--- src/rtl/program_loader.sv ---
// program_loader
//   Boot-time loader placed directly upstream of the processor's load port.
//   It consumes a valid/ready word stream of segment headers and payload
//   words. It fills instruction and data memory through the *_load write
//   ports, and it holds `loading` high so the processor mux selects these
//   signals.
//
//   Header word:
//       [31]           last segment of the session
//       [30]           target memory (0 = IM, 1 = DM)
//       [16+AW-1:16]   base word address
//       [AW-1:0]       length - 1 (1 .. 2^AW words)
//
// Ports
//   clk, rst                  clock, asynchronous active-high reset
//   start                     one-cycle request to open a load session
//   in_valid/in_data/in_ready stream input (handshake = in_valid & in_ready)
//   loading, busy, done       session status; done pulses as loading drops
//   im_*_load, dm_*_load      memory write ports (cen/wen/oen active-low)
//   word_count                payload words written this session, saturating
//
// state  | meaning
// IDLE   | waiting for start, stream not accepted
// HEADER | accepting a segment header
// DATA   | accepting payload, one registered write per handshake
// DRAIN  | final write on the memory port, stream closed
// FINISH | drop loading/busy, raise done for one cycle

module program_loader #(
    parameter int ADDRESS_WIDTH = 11,
    parameter int DATA_WIDTH    = 32
) (
    input  logic                     clk,
    input  logic                     rst,
    input  logic                     start,
    input  logic                     in_valid,
    input  logic [DATA_WIDTH-1:0]    in_data,
    output logic                     in_ready,
    output logic                     loading,
    output logic                     im_cen_load,
    output logic                     im_wen_load,
    output logic                     im_oen_load,
    output logic [ADDRESS_WIDTH-1:0] im_addr_load,
    output logic [DATA_WIDTH-1:0]    im_datain_load,
    output logic                     dm_cen_load,
    output logic                     dm_wen_load,
    output logic                     dm_oen_load,
    output logic [ADDRESS_WIDTH-1:0] dm_addr_load,
    output logic [DATA_WIDTH-1:0]    dm_datain_load,
    output logic                     busy,
    output logic                     done,
    output logic [15:0]              word_count
);

    localparam int AW = ADDRESS_WIDTH;
    localparam int DW = DATA_WIDTH;
    localparam logic [AW-1:0] ADDR_ONE = {{(AW-1){1'b0}}, 1'b1};

    typedef enum logic [2:0] {
        IDLE   = 3'd0,
        HEADER = 3'd1,
        DATA   = 3'd2,
        DRAIN  = 3'd3,
        FINISH = 3'd4
    } state_t;

    state_t          state;
    logic            seg_last;
    logic            seg_dm;
    logic [AW-1:0]   cur_addr;
    logic [AW-1:0]   remaining;
    logic            hs;

    // in_ready is a registered output, so the handshake is fully determined
    // by flop state plus in_valid.
    assign hs = in_valid && in_ready;

    // The loader only ever writes, so the output enables stay inactive.
    assign im_oen_load = 1'b1;
    assign dm_oen_load = 1'b1;

    always_ff @(posedge clk or posedge rst) begin
        if (rst) begin
            state          <= IDLE;
            seg_last       <= 1'b0;
            seg_dm         <= 1'b0;
            cur_addr       <= '0;
            remaining      <= '0;
            in_ready       <= 1'b0;
            loading        <= 1'b0;
            busy           <= 1'b0;
            done           <= 1'b0;
            word_count     <= '0;
            im_cen_load    <= 1'b1;
            im_wen_load    <= 1'b1;
            im_addr_load   <= '0;
            im_datain_load <= '0;
            dm_cen_load    <= 1'b1;
            dm_wen_load    <= 1'b1;
            dm_addr_load   <= '0;
            dm_datain_load <= '0;
        end else begin
            // A write lasts exactly one cycle unless DATA re-arms it below.
            done        <= 1'b0;
            im_cen_load <= 1'b1;
            im_wen_load <= 1'b1;
            dm_cen_load <= 1'b1;
            dm_wen_load <= 1'b1;

            case (state)
                IDLE: begin
                    if (start) begin
                        state      <= HEADER;
                        loading    <= 1'b1;
                        busy       <= 1'b1;
                        word_count <= '0;
                        in_ready   <= 1'b1;
                    end
                end

                HEADER: begin
                    if (hs) begin
                        seg_last  <= in_data[31];
                        seg_dm    <= in_data[30];
                        cur_addr  <= in_data[16 +: AW];
                        remaining <= in_data[AW-1:0];
                        state     <= DATA;
                    end
                end

                DATA: begin
                    if (hs) begin
                        if (seg_dm) begin
                            dm_cen_load    <= 1'b0;
                            dm_wen_load    <= 1'b0;
                            dm_addr_load   <= cur_addr;
                            dm_datain_load <= in_data;
                        end else begin
                            im_cen_load    <= 1'b0;
                            im_wen_load    <= 1'b0;
                            im_addr_load   <= cur_addr;
                            im_datain_load <= in_data;
                        end
                        // Natural AW-bit overflow gives the 2^AW-1 -> 0 wrap.
                        cur_addr  <= cur_addr + ADDR_ONE;
                        remaining <= remaining - ADDR_ONE;
                        if (word_count != 16'hFFFF) begin
                            word_count <= word_count + 16'd1;
                        end
                        if (remaining == '0) begin
                            if (seg_last) begin
                                state    <= DRAIN;
                                in_ready <= 1'b0;
                            end else begin
                                state    <= HEADER;
                            end
                        end
                    end
                end

                DRAIN: begin
                    // The final write is on the port this cycle; the
                    // defaults above release the enables afterwards.
                    state <= FINISH;
                end

                FINISH: begin
                    loading <= 1'b0;
                    busy    <= 1'b0;
                    done    <= 1'b1;
                    state   <= IDLE;
                end

                default: begin
                    state    <= IDLE;
                    in_ready <= 1'b0;
                end
            endcase
        end
    end

endmodule

--- config.mk ---
export PLATFORM = sky130hd
export DESIGN_NAME = program_loader
export DESIGN_NICKNAME = d
export VERILOG_FILES = /design/src/rtl/program_loader.sv
export SDC_FILE = /design/constraint.sdc
export NUM_CORES = 1
export LEC_CHECK = 0
export CAP_MARGIN = 20
export CORE_UTILIZATION = 47
export CTS_CLUSTER_SIZE = 8
export DETAILED_ROUTE_END_ITERATION = 8
export PLACE_DENSITY = 0.77
export SKIP_CTS_REPAIR_TIMING = 1
export SYNTH_ARGS = -nofsm -noshare
export SYNTH_HDL_FRONTEND = slang
export SYNTH_SLANG_ARGS = --single-unit
--- constraint.sdc ---
create_clock -name clk -period 7.92 [get_ports clk]
set_clock_uncertainty 0.2 [all_clocks]
set_input_delay 2.376 -clock clk [delete_from_list [all_inputs] [get_ports clk]]
set_output_delay 2.376 -clock clk [all_outputs]
set_load 0.1 [all_outputs]
==> impl_metrics.json <==
{
  "outcome": "complete, no violations",
  "yosys_warnings": 0,
  "finalSetupViolCount": 0,
  "layout_common_cells": "145 x clkdlybuf4s50_1, 132 x dfrtp_1, 85 x mux2_2, 30 x o21ai_0, 25 x a21oi_1",
  "synth.avg_cell_area_um2": 12.3,
  "synth_edf_count": 0,
  "antenna_cells": 0,
  "fp.coreArea_um2": 12200,
  "relSlewSlack_pct": 32.8,
  "worstHoldPathType": "reg2reg",
  "use_met3_pct": 8.33,
  "seqCellArea_um2": 3360,
  "start_util_pct": 49.1,
  "busiest_layer": "met2",
  "port_buffers": 145,
  "wire_per_inst_um": 17.5,
  "met1_usage_pct": 28.7,
  "cts.sinks": 134,
  "timing.final.crit_share_pct": 60.0,
  "viasPerCell": 5.65,
  "final_common_cell": "clkdlybuf4s50_1",
  "slew_viol_final": 0,
  "synth_cell_types": 64,
  "cts.htree.levels": 4,
  "ys.flop_type": "dfrtp_1",
  "wl_mm": 14.2,
  "via_count": 4565,
  "rows": 40,
  "grt_max_degree": 83,
  "min_period_ps": 4760,
  "fill_cells": 945,
  "cp.arrival_ps": 4850,
  "layout.nets": 666,
  "final.setup.tns_ps": 0,
  "die_x_um": 115,
  "grt_pass1_vias": 4565,
  "multi_input_area_um2": 2440,
  "finalHoldViolCount": 0,
  "root_buffer": "clkbuf_16",
  "cts_tree": "yes",
  "synthToLayoutAreaGrowth_pct": 36.7,
  "timing.final.ws_setup_ps": 3160,
  "ant_nets": 0,
  "dieArea_um2": 13200,
  "clkLatencyLatePin_ps": 410,
  "fmax_mhz": 210,
  "antenna_found_initial": 0,
  "met2_usage_pct": 38.1,
  "gp_congestion": 0.808,
  "worst_pin_slew_ps": 1010,
  "grt_first_pass_wirelength_mm": 23.2,
  "final_util_pct": 67.1,
  "crit_fanout": 27,
  "rsz0062_at_grt": "no",
  "clk_transition_reported_paths_ps": 50,
  "cp-end-kind": "flip-flop",
  "die_y_um": 115,
  "drive_gt1_share_pct": 20.6,
  "syn-instance-count": 488,
  "cp-start-kind": "input port",
  "grt.total_usage_pct": 23.1,
  "ys_seq_elements": 134,
  "clockBufferDepth": 2,
  "dp_hpwl_mm": 9.50,
  "drcViolationCount": 0,
  "drt-initial-drc-count": 336,
  "worstSetupPathType": "in2reg",
  "max-cap-violations": 0,
  "yosysSeqAreaShare_pct": 56.0,
  "cts_made_buffers": 17,
  "drt_pre_antenna_iters": 5,
  "io_pins": 148,
  "gr-total-overflow": 0,
  "critical_path_required_ps": 8010,
  "syn_area_um2": 5990,
  "pre_cts_ws_ps": 2720,
  "synthArstFlopShare_pct": 100
}
state kept, by name, summed over array words and instances, names as in the netlist:
| name | flops |
|---|---|
| seg_dm | 1 |
| dm_addr_load | 11 |
| word_count | 16 |
| seg_last | 1 |
| in_ready | 1 |
| dm_datain_load | 32 |
| state | 3 |
| busy | 1 |
| remaining | 11 |
| im_wen_load | 1 |
| done | 1 |
| cur_addr | 11 |
| dm_wen_load | 1 |
| im_addr_load | 11 |
| im_datain_load | 32 |
area by class of cell:
class | count | area share, %
Sequential cell | 134 | 40.9
Multi-Input combinational cell | 315 | 29.7
Timing Repair Buffer | 150 | 18.2
Clock buffer | 25 | 6.41
Tap cell | 168 | 2.56
Clock inverter | 7 | 1.68
Inverter | 9 | 0.473
path summary, 6_finish.rpt:
path	start	end	slack, ps	depth (start not counted)
max	in_valid	im_datain_load[22]$_DFFE_PP0P_	3160	5
min in group asynchronous	rst	dm_datain_load[3]$_DFFE_PP0P_	2260	2
max reg2reg	state[1]$_DFFE_PP0P_	im_datain_load[22]$_DFFE_PP0P_	4390	4
min	im_datain_load[7]$_DFFE_PP0P_	im_datain_load[7]$_DFFE_PP0P_	300	1
min reg2reg	im_datain_load[7]$_DFFE_PP0P_	im_datain_load[7]$_DFFE_PP0P_	300	1
max in group asynchronous	rst	word_count[9]$_DFFE_PP0P_	4070	3
cells by family (layout without fill, tap and decap cells):
kind of cell / count (synthesis) / count (layout) / share of synthesized area, %
muxes: 90 / 90 / 16.9
other: 1 / 2 / 0.0626
xor gates and xnor gates: 1 / 1 / 0.146
AOI/OAI and AO/OA: 102 / 102 / 11.1
buffers and inverters: 40 / 191 / 3.55
DFF: 134 / 134 / 56.0
adders and majority gates: 3 / 3 / 0.626
and+or+nand+nor: 117 / 117 / 11.6
synthesized netlist by cell type, types with 4 or more instances:
master | instances | share of area (%)
mux2_2 | 85 | 16
buf_4 | 6 | 0.75
o22ai_1 | 6 | 0.63
nand3_1 | 9 | 0.75
dfrtp_1 | 132 | 55
a21oi_1 | 25 | 2.1
a2bb2oi_1 | 8 | 1.2
and3_1 | 5 | 0.52
or3_1 | 6 | 0.63
clkbuf_1 | 11 | 0.69
nor2_1 | 18 | 1.1
inv_1 | 9 | 0.56
o21ai_0 | 30 | 2.5
nand4_1 | 13 | 1.4
and4_1 | 5 | 0.73
buf_2 | 8 | 0.67
and2_1 | 4 | 0.42
nand2_1 | 20 | 1.3
o311ai_0 | 4 | 0.58
o41ai_1 | 4 | 0.58
buf_6 | 4 | 0.75
nor3_1 | 8 | 0.67
stage by stage:
stage	area [um^2]	hold slack, ps	instances
finish	8200	298	808
CTS	8190	305	807
floorplan	6000	273	489
detailed placement	7520	284	775
global route	8200	311	808
global placement	7520	267	775
critical path, stage by stage:
cell and delay [ps]:
clkdlybuf4s50_1 550, nand2_1 220, nor3_4 820, buf_4 470, mux2_2 390
layer usage:
metal  vias to the layer above  wire, um
met5                         -         0
met4                         0       141
met3                        15      1020
met2                       170      7090
met1                      2276      5900
li1                       2104         -
Power is left out: the tool's default activity adds up to more than one toggle a clock period on the data nets, which glitch-free logic cannot reach.
